==> config.mk <==
export PLATFORM = sky130hd
export DESIGN_NAME = rpn_lan_tx_reliable
export DESIGN_NICKNAME = d
export VERILOG_FILES = /design/src/rtl/rpn_lan_tx_reliable.sv
export SDC_FILE = /design/constraint.sdc
export NUM_CORES = 1
export LEC_CHECK = 0
export BUFFER_PORTS_ARGS = -buffer_cell sky130_fd_sc_hd__buf_2
export CAP_MARGIN = 20
export CORE_AREA = 2 2 722 724
export CTS_CLUSTER_DIAMETER = 100
export DETAILED_ROUTE_END_ITERATION = 8
export DIE_AREA = 0 0 724 726
export MAX_ROUTING_LAYER = met4
export PLACE_DENSITY_LB_ADDON = 0.05
export SLEW_MARGIN = 20
export SYNTH_ARGS = -nofsm -noshare
export SYNTH_HDL_FRONTEND = slang
export SYNTH_SLANG_ARGS = --single-unit
==> constraint.sdc <==
create_clock -name i_clk -period 3.4 [get_ports i_clk]
set_input_delay 0.68 -clock i_clk [delete_from_list [all_inputs] [get_ports i_clk]]
set_output_delay 0.68 -clock i_clk [all_outputs]
set_load 0.05 [all_outputs]
==> src/rtl/rpn_lan_tx_reliable.sv <==
// rpn_lan_tx_reliable
//   Reliable LAN transmit stage for remote publish messages. Each message
//   from Control gets the next per-destination sequence number, read from
//   the sequence BRAM. It is sent to the KIP TX interface, and the stage
//   then waits for the matching LAN ACK. A timeout resends the same sequence
//   number. Once the retries are used up, the stage reports an error. Only
//   an ACKed sequence number is written back to the BRAM.
//
// Ports
//   i_clk, i_ap_rst_n          clock, async active-low reset
//   i_node_id                  own node ID (sender field)
//   i_KIP_port_number          src and dest UDP port
//   from_ctrl_*                single-beat message in (tdest = node, tuser = IP)
//   to_nb_KIP_*                packet out to Network Bridge
//   from_nb_ack_*              ACK stream in (always ready)
//   seq_BRAM_*                 per-node last-ACKed sequence number BRAM
//   o_tx_done / o_tx_error     one-cycle completion / failure pulses
//   o_tx_node_id               destination of last completed/failed message
module rpn_lan_tx_reliable #(
  parameter int AXIS_DATA_WIDTH           = 512,
  parameter int AXIS_KEEP_WIDTH           = 64,
  parameter int NODE_ID_WIDTH             = 8,
  parameter int LAN_SEQUENCE_NUMBER_WIDTH = 32,
  parameter int RPN_MSG_TYPE_WIDTH        = 8,
  parameter int PUB_LAN_DATA_WIDTH        = 256,
  parameter int BRAM_ADDR_WIDTH           = 32,
  parameter int KIP_TUSER_WIDTH           = 64,
  parameter logic [RPN_MSG_TYPE_WIDTH-1:0] RPN_MSG_TYPE_LAN_PUB = 8'h10,
  parameter logic [RPN_MSG_TYPE_WIDTH-1:0] RPN_MSG_TYPE_LAN_ACK = 8'h11,
  parameter int TIMEOUT_CYCLES            = 1000,
  parameter int MAX_RETRIES               = 3
) (
  input  logic                                 i_clk,
  input  logic                                 i_ap_rst_n,
  input  logic [NODE_ID_WIDTH-1:0]             i_node_id,
  input  logic [15:0]                          i_KIP_port_number,
  // Control -> TX
  input  logic                                 from_ctrl_tvalid,
  output logic                                 from_ctrl_tready,
  input  logic [AXIS_DATA_WIDTH-1:0]           from_ctrl_tdata,
  input  logic [NODE_ID_WIDTH-1:0]             from_ctrl_tdest,
  input  logic [31:0]                          from_ctrl_tuser,
  // TX -> Network Bridge KIP
  output logic                                 to_nb_KIP_tvalid,
  input  logic                                 to_nb_KIP_tready,
  output logic [AXIS_DATA_WIDTH-1:0]           to_nb_KIP_tdata,
  output logic [AXIS_KEEP_WIDTH-1:0]           to_nb_KIP_tkeep,
  output logic [KIP_TUSER_WIDTH-1:0]           to_nb_KIP_tuser,
  output logic                                 to_nb_KIP_tlast,
  // ACKs from Network Bridge
  input  logic                                 from_nb_ack_tvalid,
  output logic                                 from_nb_ack_tready,
  input  logic [AXIS_DATA_WIDTH-1:0]           from_nb_ack_tdata,
  // Sequence-number BRAM
  output logic                                 seq_BRAM_CLK,
  output logic                                 seq_BRAM_RST,
  output logic                                 seq_BRAM_EN,
  output logic [3:0]                           seq_BRAM_WEN,
  output logic [BRAM_ADDR_WIDTH-1:0]           seq_BRAM_ADDR,
  output logic [LAN_SEQUENCE_NUMBER_WIDTH-1:0] seq_BRAM_DIN,
  input  logic [LAN_SEQUENCE_NUMBER_WIDTH-1:0] seq_BRAM_DOUT,
  // Status
  output logic                                 o_tx_done,
  output logic                                 o_tx_error,
  output logic [NODE_ID_WIDTH-1:0]             o_tx_node_id
);

  localparam int SEQ_W = LAN_SEQUENCE_NUMBER_WIDTH;
  localparam int TMO_W = (TIMEOUT_CYCLES < 2) ? 1 : $clog2(TIMEOUT_CYCLES);
  localparam int RTY_W = (MAX_RETRIES < 1) ? 1 : $clog2(MAX_RETRIES + 1);

  localparam logic [SEQ_W-1:0] SEQ_ONE  = 1;
  localparam logic [TMO_W-1:0] TMO_ONE  = 1;
  localparam logic [RTY_W-1:0] RTY_ONE  = 1;
  localparam logic [TMO_W-1:0] TMO_LAST = TMO_W'(TIMEOUT_CYCLES - 1);
  localparam logic [RTY_W-1:0] RTY_MAX  = RTY_W'(MAX_RETRIES);

  // Field offsets inside tdata
  localparam int NODE_LSB = 8;
  localparam int SEQ_LSB  = 16;
  localparam int PL_LSB   = 48;

  typedef enum logic [2:0] {
    S_IDLE, S_READ_SEQ, S_TRANSMIT, S_WAIT_ACK, S_COMMIT
  } state_t;

  // Message latched at accept; held for every (re)transmission
  typedef struct packed {
    logic [PUB_LAN_DATA_WIDTH-1:0] payload;
    logic [NODE_ID_WIDTH-1:0]      dest;
    logic [NODE_ID_WIDTH-1:0]      sender;
    logic [31:0]                   ip;
  } msg_t;

  state_t           state, state_nxt;
  msg_t             r_msg;
  logic [SEQ_W-1:0] r_seq;
  logic [TMO_W-1:0] r_tmo;
  logic [RTY_W-1:0] r_rty;

  logic accept, ack_match, tmo_hit, rty_left;

  assign accept    = (state == S_IDLE) && from_ctrl_tvalid;
  assign tmo_hit   = (r_tmo == TMO_LAST);
  assign rty_left  = (r_rty < RTY_MAX);
  // A stale ACK (e.g. the duplicate for a retransmit) can't match because
  // r_seq is only ever the number currently in flight.
  assign ack_match = from_nb_ack_tvalid
                  && (from_nb_ack_tdata[RPN_MSG_TYPE_WIDTH-1:0] == RPN_MSG_TYPE_LAN_ACK)
                  && (from_nb_ack_tdata[NODE_LSB +: NODE_ID_WIDTH] == r_msg.dest)
                  && (from_nb_ack_tdata[SEQ_LSB +: SEQ_W] == r_seq);

  assign from_nb_ack_tready = 1'b1;
  assign seq_BRAM_CLK       = i_clk;
  assign seq_BRAM_RST       = ~i_ap_rst_n;

  // ---------------- state / datapath registers ----------------
  always_ff @(posedge i_clk or negedge i_ap_rst_n) begin
    if (!i_ap_rst_n) begin
      state        <= S_IDLE;
      r_msg        <= '0;
      r_seq        <= '0;
      r_tmo        <= '0;
      r_rty        <= '0;
      o_tx_node_id <= '0;
    end else begin
      state <= state_nxt;
      if (accept) begin
        r_msg.payload <= from_ctrl_tdata[PUB_LAN_DATA_WIDTH-1:0];
        r_msg.dest    <= from_ctrl_tdest;
        r_msg.sender  <= i_node_id;
        r_msg.ip      <= from_ctrl_tuser;
      end
      if (state == S_READ_SEQ) begin
        r_seq <= seq_BRAM_DOUT + SEQ_ONE;   // wraps all-ones to 0
        r_rty <= '0;
      end
      // Timeout only runs while waiting, so a stalled KIP never times out
      if (state == S_TRANSMIT && to_nb_KIP_tready) r_tmo <= '0;
      else if (state == S_WAIT_ACK)                r_tmo <= r_tmo + TMO_ONE;
      if (state == S_WAIT_ACK && !ack_match && tmo_hit && rty_left)
        r_rty <= r_rty + RTY_ONE;
      if (state == S_COMMIT || o_tx_error) o_tx_node_id <= r_msg.dest;
    end
  end

  // ---------------- next state / control outputs ----------------
  always_comb begin
    state_nxt        = state;
    from_ctrl_tready = 1'b0;
    seq_BRAM_EN      = 1'b0;
    seq_BRAM_WEN     = 4'h0;
    seq_BRAM_ADDR    = BRAM_ADDR_WIDTH'(r_msg.dest) << 2;
    seq_BRAM_DIN     = r_seq;
    o_tx_done        = 1'b0;
    o_tx_error       = 1'b0;
    case (state)
      S_IDLE: begin
        from_ctrl_tready = 1'b1;
        if (from_ctrl_tvalid) begin
          seq_BRAM_EN   = 1'b1;
          seq_BRAM_ADDR = BRAM_ADDR_WIDTH'(from_ctrl_tdest) << 2;
          state_nxt     = S_READ_SEQ;
        end
      end
      S_READ_SEQ: state_nxt = S_TRANSMIT;
      S_TRANSMIT: if (to_nb_KIP_tready) state_nxt = S_WAIT_ACK;
      S_WAIT_ACK: begin
        // ACK beats timeout when both land in the same cycle
        if (ack_match) state_nxt = S_COMMIT;
        else if (tmo_hit) begin
          if (rty_left) state_nxt = S_TRANSMIT;
          else begin
            o_tx_error = 1'b1;
            state_nxt  = S_IDLE;
          end
        end
      end
      S_COMMIT: begin
        seq_BRAM_EN  = 1'b1;
        seq_BRAM_WEN = 4'hF;
        o_tx_done    = 1'b1;
        state_nxt    = S_IDLE;
      end
      default: state_nxt = S_IDLE;
    endcase
  end

  // ---------------- KIP packet (from registers only) ----------------
  assign to_nb_KIP_tvalid = (state == S_TRANSMIT);
  assign to_nb_KIP_tkeep  = '1;
  assign to_nb_KIP_tlast  = 1'b1;
  assign to_nb_KIP_tuser  = KIP_TUSER_WIDTH'({i_KIP_port_number, i_KIP_port_number, r_msg.ip});

  always_comb begin
    to_nb_KIP_tdata                                 = '0;
    to_nb_KIP_tdata[RPN_MSG_TYPE_WIDTH-1:0]         = RPN_MSG_TYPE_LAN_PUB;
    to_nb_KIP_tdata[NODE_LSB +: NODE_ID_WIDTH]      = r_msg.sender;
    to_nb_KIP_tdata[SEQ_LSB +: SEQ_W]               = r_seq;
    to_nb_KIP_tdata[PL_LSB +: PUB_LAN_DATA_WIDTH]   = r_msg.payload;
  end

endmodule

==> results of run 1 <==
-- metal layers --
| metal | vias to the layer above | part of all wire (%) |
|---|---|---|
| li1 | 6332 | - |
| met2 | 903 | 47 |
| met1 | 6703 | 37 |
| met5 | - | 0 |
| met4 | 0 | 3.0 |
| met3 | 209 | 12 |
-- Yosys cell counts (all sizes together) (6+ instances only) --
| cell type | instances |
|---|---|
| mux2 | 312 |
| buf | 672 |
| nor4 | 13 |
| and3 | 16 |
| a221o | 8 |
| xor2 | 63 |
| o21ai | 33 |
| clkbuf | 46 |
| nand4 | 12 |
| nor3 | 7 |
| dfrtp | 359 |
| nand3 | 12 |
| nor2 | 19 |
| xnor2 | 13 |
| a21oi | 6 |
| nand2 | 59 |
-- repair_timing --
item,4_1_cts,5_1_grt
resized for setup,34,9
cloned,1,0
buffers inserted,6,3
hold buffers,259,0
endpoints found under the hold margin,270,0
pin swaps,7,5
setup endpoints to repair,15,6
-- cells by family after synthesis --
kind of cell	after synthesis
AO/OA/AOI/OAI	54
multiplexers	313
adder cells (fa/ha/maj)	3
flip-flops	359
AND/OR/NAND/NOR	158
buffers and inverters	722
other	2
XOR/XNOR	76
-- worst max-delay path by stage --
| stage | from | to |
|---|---|---|
| 6_report | from_nb_ack_tdata[3] | o_tx_error |
| 5_1_grt | seq_BRAM_DIN[21]$_DFFE_PN0P_ | o_tx_error |
| 4_1_cts | r_msg[45]$_DFFE_PN0P_ | o_tx_error |
| 3_5_place_dp | from_nb_ack_tdata[3] | o_tx_error |
| 3_3_place_gp | from_nb_ack_tdata[3] | o_tx_error |
| 2_1_floorplan | from_nb_ack_tdata[3] | o_tx_error |
-- worst max-delay path, cell delays in order --
cell,delay [ps]
buf_2,120
or4b_4,650
nor3b_4,300
buf_12,160
nand4_1,190
nor4_4,460
buf_4,190
nor3_2,50
buf_6,170
-- power groups by stage --
| stage | clock network [mW] | logic, mW | registers [mW] |
|---|---|---|---|
| finish | 7.89 | 1.97 | 4.42 |
| global route | 8.59 | 2.13 | 4.43 |
| CTS | 8.59 | 2.05 | 4.43 |
| detailed placement | 0.0561 | 1.71 | 4.50 |
| global placement | 0.0561 | 1.72 | 4.51 |
| floorplan | 0.0634 | 1.38 | 4.54 |
-- flip-flops by register name (all words and copies together), names as in the netlist --
register	count
to_nb_KIP_tuser	32
r_msg	8
r_rty	2
state	3
to_nb_KIP_tdata	264
seq_BRAM_DIN	32
o_tx_node_id	8
r_tmo	10
-- layout make-up --
class	count	share of cell area [%]
Multi-Input combinational cell	911	19.29
Timing Repair Buffer	1109	21.20
Antenna cell	74	0.5414
Inverter	4	0.05487
Tap cell	6942	25.39
Sequential cell	359	26.32
Clock inverter	16	0.3987
Clock buffer	115	6.800
-- placed cells by master, fill, tap and decap left out, types with 5 or more instances in the layout --
cell           netlist  layout
buf_4              671      64
nand3_1             12      12
mux2_2             312     312
dlygate4sd3_1        0     259
nand4_1             12      12
o21ai_0             33      33
clkinv_2             0       7
dfrtp_2              0      12
clkbuf_16            0      81
clkbuf_8             0      17
clkbuf_1            46      16
a21oi_1              6       6
xnor2_1             13      13
and3_1              16      16
diode_2              0      74
nor2_1              19      19
nor4_1              13       7
dfrtp_1            359     346
xor2_1              63      63
a221o_1              8       8
buf_12               0      12
clkinvlp_4           0       6
nand2_1             59      58
conb_1               2     306
buf_6                0       9
buf_2                1     765
nor3_1               7       5
==> out/qor.txt, run 1 <==
# placed instances = 9,057
Final GP Congestion = 0.6337
Area of the multi-input gates = 6599 um2
Clock Pin Slew Worst Setup and Hold Paths = 50 ps
Minimum setup slack after placement = -582.8 ps
Largest net degree at the start of global routing = 115
Final std cells w/o fill = 9,530
Hold/Removal Path Class = in -> reg
Static Leak = 14.72 nW
Switching pwr = 4.656 mW
Met1 Use GR = 5.721%
Clock share of power = 55.2%
Failing checks = setup timing
YS warnings = 0
Library cells used by synthesis = 38
FF+latch area = 9002 um2
Site Rows = 265
Worst clock skew = 63.72 ps
Top post-synthesis cells by area = dfrtp_1 (46%), buf_4 (26%), mux2_2 (18%)
Area leader, netlist = dfrtp_1
Syn avg cell area = 11.61 um2
RSZ-0062 raised after global routing = true
Worst endpoint data arrival time = 3010 ps
DR vias = 14,147
Worst hold slack = 114.0 ps
Crit path max fanout = 2
Vias in the first global route = 14,946
Min-Delay Path Depth = 3
Core Area = 518,600 um2
Final Hold Fails = 0
Initial antenna violation count = 113
Power per Cell Area = 417.4 nW/um2
Slew @ Worst Pin = 962.6 ps
Synth Area in Simple Gates = 4.039%
First-pass GRT wire length = 179.5 mm
EDFF count, synth = 0
Compound-Gate Fraction of Synth Area = 1.738%
Fraction of registers with async set/reset = 100.0%
Logic gate share of total power = 13.8%
Grt peak-use layer = met2
Main flop type after synthesis = dfrtp_1
Die area = 525,600 um2
GR Util met2 = 9.019%
FF-to-FF End = o_tx_node_id[3]$_DFFE_PN0P_
Sw Ratio = 32.61%
Worst hold endpoint = seq_BRAM_DIN[5]$_DFFE_PN0P_
Max_cap viols = 0
Routed WL per cell = 15.32 um
Internal power = 9.622 mW
Number of fill cells = 60,861
DRC violations left = 0
Worst-case reg-to-reg path depth = 7
Status = complete, but fails checks
Placement Cell Area = 28,740 um2
Synthesized flop and latch total = 359
IO Port Bufs = 775
Total track usage = 5.534%
Max transition margin = 35.83%
Reg power frac = 31.0%
Worst-skew pair later-pin latency = 880 ps
Final Core Density = 6.596%
Peak VDD IR = 0.3160 mV
Post-Syn Area = 19,580 um2
Slew Limit Fails = 0
Worst endpoint required time = 2720 ps
Routed WL = 146.0 mm
Router iterations before antenna repair = 4
Post-Synth XOR/XNOR Area = 3.400%
Worst hold start = seq_BRAM_DOUT[5]
Internal reg-to-reg setup slack = 690 ps
Share of the synthesized area in the top cell type = 45.88%
CP startpoint kind = input port
Die Y-Extent = 726 um
TNS Setup = -293.9 ps
Synth Area in Adders = 0.1917%
Final net count = 3,593
CP Class = in -> out
Sequential share of the synthesized area = 45.88%
Die X = 724 um
Share of layout cells above drive strength 1 = 52.07%
Met3 Use GR = 3.039%
Fmax = 0.2707 GHz
Antenna viol nets, final = 0
Drt initial violations = 340
Largest family of logic cells by synthesized area = buffers and inverters
Vias per cell = 1.484
Crit path capture type = output port
# IOs = 1,850
P&R area growth vs syn = 74.71%
Post-layout min period = 3694 ps
Post-synthesis mux area share = 18.00%
Final Cycle Share = 108.6%
Post-synthesis instance total = 1,687
Worst R2R Start = r_msg[40]$_DFFE_PN0P_
GRT overflow = 0
CTS tree = yes
Initial Util = 3.776%
Total power = 14.28 mW
Final instance area = 34,210 um2
Final setup viols = 1
Min setup slack post-route = -293.9 ps
Detailed Place HPWL = 120.8 mm
Power figures use the tool's default switching activity.
==> run 2: changes to the inputs <==
--- a/config.mk
+++ b/config.mk
@@ -9,8 +9,10 @@
 export CAP_MARGIN = 20
 export CORE_AREA = 2 2 722 724
 export CTS_CLUSTER_DIAMETER = 100
+export CTS_CLUSTER_SIZE = 14
 export DETAILED_ROUTE_END_ITERATION = 8
 export DIE_AREA = 0 0 724 726
+export GPL_TIMING_DRIVEN = 0
 export MAX_ROUTING_LAYER = met4
 export PLACE_DENSITY_LB_ADDON = 0.05
 export SLEW_MARGIN = 20
==> out/qor.txt, run 2 (synthesis gave the netlist of run 1 again) <==
Most frequent cells in the layout = buf_2 (798), buf_4 (686), dfrtp_1 (351), conb_1 (306), mux2_2 (304) (was buf_2 (765), dfrtp_1 (346), mux2_2 (312), conb_1 (306), dlygate4sd3_1 (259))
Number of fill cells = 60,822 (was 60,861)
Worst-skew pair later-pin latency = 860 ps (was 880 ps)
Final Cycle Share = 111.8% (was 108.6%)
# placed instances = 9,753 (was 9,057)
Worst hold start = from_ctrl_tdata[88] (was seq_BRAM_DOUT[5])
Crit path max fanout = 2 (unchanged)
IO Port Bufs = 807 (was 775)
Vias per cell = 1.621 (was 1.484)
Routed WL per cell = 15.62 um (was 15.32 um)
Worst hold endpoint = to_nb_KIP_tdata[136]$_DFFE_PN0P_ (was seq_BRAM_DIN[5]$_DFFE_PN0P_)
Detailed Place HPWL = 134.9 mm (was 120.8 mm)
Min setup slack post-route = -399.6 ps (was -293.9 ps)
# IOs = 1,850 (unchanged)
Worst clock skew = 44.00 ps (was 63.72 ps)
Initial Util = 3.776% (unchanged)
GR Util met2 = 10.14% (was 9.019%)
Fmax = 0.2632 GHz (was 0.2707 GHz)
Worst endpoint data arrival time = 3120 ps (was 3010 ps)
DR vias = 16,601 (was 14,147)
Final std cells w/o fill = 10,243 (was 9,530)
Site Rows = 265 (unchanged)
Worst hold slack = 106.7 ps (was 114.0 ps)
FF-to-FF End = to_nb_KIP_tdata[62]$_DFFE_PN0P_ (was o_tx_node_id[3]$_DFFE_PN0P_)
Slew @ Worst Pin = 972.1 ps (was 962.6 ps)
Peak VDD IR = 0.3504 mV (was 0.3160 mV)
Final GP Congestion = 0.6431 (was 0.6337)
Largest net degree at the start of global routing = 64 (was 115)
CTS tree = yes (unchanged)
Vias in the first global route = 17,529 (was 14,946)
Slew Limit Fails = 0 (unchanged)
Met1 Use GR = 6.216% (was 5.721%)
Clock Pin Slew Worst Setup and Hold Paths = 70 ps (was 50 ps)
GRT overflow = 0 (unchanged)
Share of layout cells above drive strength 1 = 61.52% (was 52.07%)
Hold/Removal Path Class = in -> reg (unchanged)
Internal reg-to-reg setup slack = 310 ps (was 690 ps)
Die area = 525,600 um2 (unchanged)
Final setup viols = 1 (unchanged)
Min-Delay Path Depth = 2 (was 3)
FF+latch area = 8994 um2 (was 9002 um2)
Router iterations before antenna repair = 4 (unchanged)
Commonest non-fill, non-tap cell in the layout = buf_2 (unchanged)
Antenna viol nets, final = 0 (unchanged)
Worst endpoint required time = 2720 ps (about the same)
Power per Cell Area = 380.6 nW/um2 (was 417.4 nW/um2)
Failing checks = setup timing (unchanged)
Routed WL = 160.0 mm (was 146.0 mm)
P&R area growth vs syn = 102.2% (was 74.71%)
RSZ-0062 raised after global routing = true (unchanged)
Total track usage = 6.069% (was 5.534%)
CP Class = in -> out (unchanged)
Max_cap viols = 0 (unchanged)
Initial antenna violation count = 131 (was 113)
Max FFs per register = 264 (unchanged)
Worst R2R Start = state[2]$_DFFE_PN0P_ (was r_msg[40]$_DFFE_PN0P_)
Worst-case reg-to-reg path depth = 10 (was 7)
Max transition margin = 34.60% (was 35.83%)
Met3 Use GR = 3.394% (was 3.039%)
CP startpoint kind = input port (unchanged)
Core Area = 518,600 um2 (unchanged)
Post-layout min period = 3800 ps (was 3694 ps)
Static Leak = 18.34 nW (was 14.72 nW)
Area of the multi-input gates = 6638 um2 (was 6599 um2)
Final net count = 4,292 (was 3,593)
Die Y-Extent = 726 um (unchanged)
Final Hold Fails = 0 (unchanged)
Crit path capture type = output port (unchanged)
Status = complete, but fails checks (unchanged)
Grt peak-use layer = met2 (unchanged)
First-pass GRT wire length = 198.5 mm (was 179.5 mm)
Die X = 724 um (unchanged)
Drt initial violations = 338 (was 340)
Total power = 15.06 mW (was 14.28 mW)
DRC violations left = 0 (unchanged)
## run 2: routing by layer
metal  part of all wire [%]  up-vias
met4                    2.1        0
met2                     48      928
li1                       -     7758
met5                      0        -
met1                     37     7719
met3                     13      196
## run 2: how the worst max path moves through the flow
stage,start,end,depth (start not counted)
final,from_nb_ack_tdata[5],o_tx_error,8
after CTS,r_msg[43]$_DFFE_PN0P_,o_tx_error,7
after global placement,i_ap_rst_n,to_nb_KIP_tdata[299]$_DFFE_PN0P_,1
after global routing,from_nb_ack_tdata[5],o_tx_error,8
after floorplan,from_nb_ack_tdata[3],o_tx_error,5
after detailed placement,state[1]$_DFFE_PN0P_,seq_BRAM_ADDR[7],8
## run 2: cell type report
type                    instances  area share (%)
multi-input cells             910           16.77
inverters                       4         0.04742
well taps                    6942           21.94
plain buffers                 716           13.30
diodes                         86          0.5437
flip-flops and latches        359           22.72
clock buffers                  93           5.279
clock inverters                35           1.157
repair buffers               1098           18.24
## run 2: metrics by stage
step | setup slack (ps) | area (um2) | setup TNS [ps] | util, %
after floorplan | 124.6 | 20730 | 0 | -
after global placement | -10590 | 33460 | -4184190 | 6.452
after global routing | -533.2 | 39570 | -1539 | 7.631
after CTS | -571.7 | 39300 | -1480 | 7.579
after detailed placement | -1091 | 33780 | -135940 | 6.514
final | -399.6 | 39580 | -399.6 | 7.633
## run 2: what timing repair did
| action | in CTS | in global routing |
|---|---|---|
| hold buffers | 263 | 0 |
| resized for setup | 63 | 6 |
| setup buffers | 12 | 3 |
| endpoints found under the setup margin | 295 | 9 |
| hold endpoints to repair | 304 | 0 |
| pin swaps | 8 | 4 |
| gates cloned | 1 | 0 |
## run 2: where the power goes
part           switching [mW]  total, mW  internal (mW)  leakage (nW)
logic                    1.57       2.37          0.804          12.2
clock network            3.20       8.25           5.05          1.22
registers               0.105       4.44           4.33          4.92
total                    4.87       15.1           10.2          18.3
## run 2: critical path, cell delays in order
cell	delay, ps
buf_6	90
or4b_4	640
nor3b_4	610
nand4_1	260
nor4_2	360
buf_4	200
nor3_4	40
buf_6	180
==> run 3: changes to the inputs <==
--- a/config.mk
+++ b/config.mk
@@ -15,6 +15,7 @@
 export GPL_TIMING_DRIVEN = 0
 export MAX_ROUTING_LAYER = met4
 export PLACE_DENSITY_LB_ADDON = 0.05
+export REMOVE_ABC_BUFFERS = 1
 export SLEW_MARGIN = 20
 export SYNTH_ARGS = -nofsm -noshare
 export SYNTH_HDL_FRONTEND = slang
==> constraint.sdc (replaced) <==
create_clock -name i_clk -period 4.3 [get_ports i_clk]
set_input_delay 0.86 -clock i_clk [delete_from_list [all_inputs] [get_ports i_clk]]
set_output_delay 0.86 -clock i_clk [all_outputs]
set_load 0.05 [all_outputs]
==> out/qor.txt, run 3 (synthesis gave the netlist of run 1 again) <==
RSZ-0062 raised after global routing = false (was true)
Antenna viol nets, final = 0 (unchanged)
Commonest non-fill, non-tap cell in the layout = buf_2 (unchanged)
Final GP Congestion = 0.6102 (was 0.6431)
Final Core Density = 6.130% (was 7.633%)
Router iterations before antenna repair = 6 (was 4)
Final setup viols = 0 (was 1)
Routed WL = 163.1 mm (was 160.0 mm)
IO Port Bufs = 775 (was 807)
Initial Util = 3.776% (unchanged)
Vias in the first global route = 13,637 (was 17,529)
# IOs = 1,850 (unchanged)
Largest net degree at the start of global routing = 63 (was 64)
Sw Ratio = 33.01% (was 32.34%)
CP startpoint kind = register (was input port)
Internal power = 7.798 mW (was 10.19 mW)
CTS tree = yes (unchanged)
CP Class = reg -> out (was in -> out)
Max transition margin = 46.64% (was 34.60%)
Die X = 724 um (unchanged)
Clock share of power = 58.7% (was 54.8%)
Most frequent cells in the layout = buf_2 (774), dfrtp_1 (350), mux2_2 (311), conb_1 (306), clkbuf_16 (82) (was buf_2 (798), buf_4 (686), dfrtp_1 (351), conb_1 (306), mux2_2 (304))
P&R area growth vs syn = 62.37% (was 102.2%)
DRC violations left = 0 (unchanged)
Routed WL per cell = 17.69 um (was 15.62 um)
# placed instances = 9,019 (was 9,753)
Crit path capture type = output port (unchanged)
Slew Limit Fails = 0 (unchanged)
Initial antenna violation count = 129 (was 131)
Static Leak = 13.69 nW (was 18.34 nW)
Final Cycle Share = 93.90%
Total track usage = 6.176% (was 6.069%)
Reg power frac = 30.2% (was 29.5%)
Worst endpoint required time = 3440 ps (was 2720 ps)
Switching pwr = 3.842 mW (was 4.872 mW)
Worst-skew pair later-pin latency = 910 ps (was 860 ps)
Max FFs per register = 264 (unchanged)
Total power = 11.64 mW (was 15.06 mW)
Drt initial violations = 411 (was 338)
TNS Setup = 0 ps (was -399.6 ps)
Clock Pin Slew Worst Setup and Hold Paths = 70 ps (about the same)
Vias per cell = 1.448 (was 1.621)
Die Y-Extent = 726 um (unchanged)
Detailed Place HPWL = 135.6 mm (was 134.9 mm)
Final net count = 3,300 (was 4,292)
Worst endpoint data arrival time = 3180 ps (was 3120 ps)
Site Rows = 265 (unchanged)
Hold/Removal Path Class = in -> reg (unchanged)
Final Hold Fails = 0 (unchanged)
Post-layout min period = 4038 ps
Share of layout cells above drive strength 1 = 57.55% (was 61.52%)
Crit path max fanout = 23 (was 2)
Worst clock skew = 78.19 ps (was 44.00 ps)
GRT overflow = 0 (unchanged)
Number of fill cells = 60,991 (was 60,822)
Die area = 525,600 um2 (unchanged)
First-pass GRT wire length = 194.7 mm (was 198.5 mm)
Fmax = 0.2477 GHz
Slew @ Worst Pin = 797.4 ps (was 972.1 ps)
Logic gate share of total power = 11.1% (was 15.8%)
Status = complete, no violations (was complete, but fails checks)
DR vias = 13,344 (was 16,601)
Core Area = 518,600 um2 (unchanged)
Power per Cell Area = 366.2 nW/um2 (was 380.6 nW/um2)
Final std cells w/o fill = 9,217 (was 10,243)
Max_cap viols = 0 (unchanged)
Peak VDD IR = 0.2382 mV (was 0.3504 mV)
==> run 3: cell types whose count changed in the layout (fill, tap and decap cells not counted), moves of 6 or more <==
cell	change
clkbuf_2	-8
inv_6	+8
buf_2	-24
diode_2	-37
clkbuf_1	-32
bufbuf_16	+6
buf_16	+6
mux2_4	-7
clkinvlp_4	-6
buf_4	-674
mux2_2	+7
dlygate4sd3_1	-262
==> run 3: through the flow <==
step | instance area, um2 | setup WS [ps] | hold WS (ps)
after global routing | 31770 | 4.245 | 74.98
after floorplan | 15500 | -6586 | 507.4
after CTS | 31670 | 14.29 | 23.95
final | 31790 | 262.1 | 181.3
after global placement | 28070 | -17870 | 490.2
after detailed placement | 28670 | 68.12 | 489.6
==> run 3: power by group through the flow <==
stage               logic [mW]  registers, mW  clock network [mW]
finish                    1.30           3.51                6.83
global route              1.41           3.52                7.45
CTS                       1.36           3.52                7.43
detailed placement        1.34           3.58              0.0444
global placement          1.32           3.59              0.0444
floorplan                0.702           3.66                   0
==> run 3: layout make-up <==
class	count	area, um2	area share (%)
Clock inverter	38	491.7	1.547
Clock buffer	98	2193	6.900
Inverter	4	15.01	0.04723
Timing Repair Buffer	816	4708	14.81
Antenna cell	49	122.6	0.3857
Multi-Input combinational cell	911	6573	20.68
Tap cell	6942	8686	27.32
Sequential cell	359	9000	28.31
==> run 3: timing repair <==
action,4_1_cts,5_1_grt
gates resized for setup,24,0
hold buffers,1,0
endpoints found under the hold margin,42,0
buffers inserted,10,0
setup endpoints to repair,7,0
==> run 3: critical path: stages, from the launching register on <==
cell and delay (ps):
dfrtp_2 470, nor3_4 220, and2_4 230, buf_4 220
buf_6 190, buf_12 200, buf_16 210, mux2_2 350
buf_2 210
==> run 3: worst paths after layout <==
kind | startpoint | endpoint | slack (ps) | cells after the start
worst max-delay path | state[2]$_DFFE_PN0P_ | seq_BRAM_ADDR[5] | 260 | 8
worst min-delay path | from_ctrl_tdata[65] | to_nb_KIP_tdata[113]$_DFFE_PN0P_ | 180 | 2
worst max register to register | seq_BRAM_DIN[14]$_DFFE_PN0P_ | o_tx_node_id[4]$_DFFE_PN0P_ | 990 | 7
worst min register to register | to_nb_KIP_tuser[27]$_DFFE_PN0P_ | to_nb_KIP_tuser[27]$_DFFE_PN0P_ | 500 | 1
max in group asynchronous | i_ap_rst_n | seq_BRAM_DIN[31]$_DFFE_PN0P_ | 2110 | 5
min in group asynchronous | i_ap_rst_n | to_nb_KIP_tdata[183]$_DFFE_PN0P_ | 530 | 2
==> run 3: routing by layer <==
metal,up-vias,share of wire (%),track usage [%]
met2,1034,43,9.309
met4,0,5.7,2.992
met5,-,0,-
met1,6285,39,6.710
li1,5710,-,-
met3,315,12,3.102
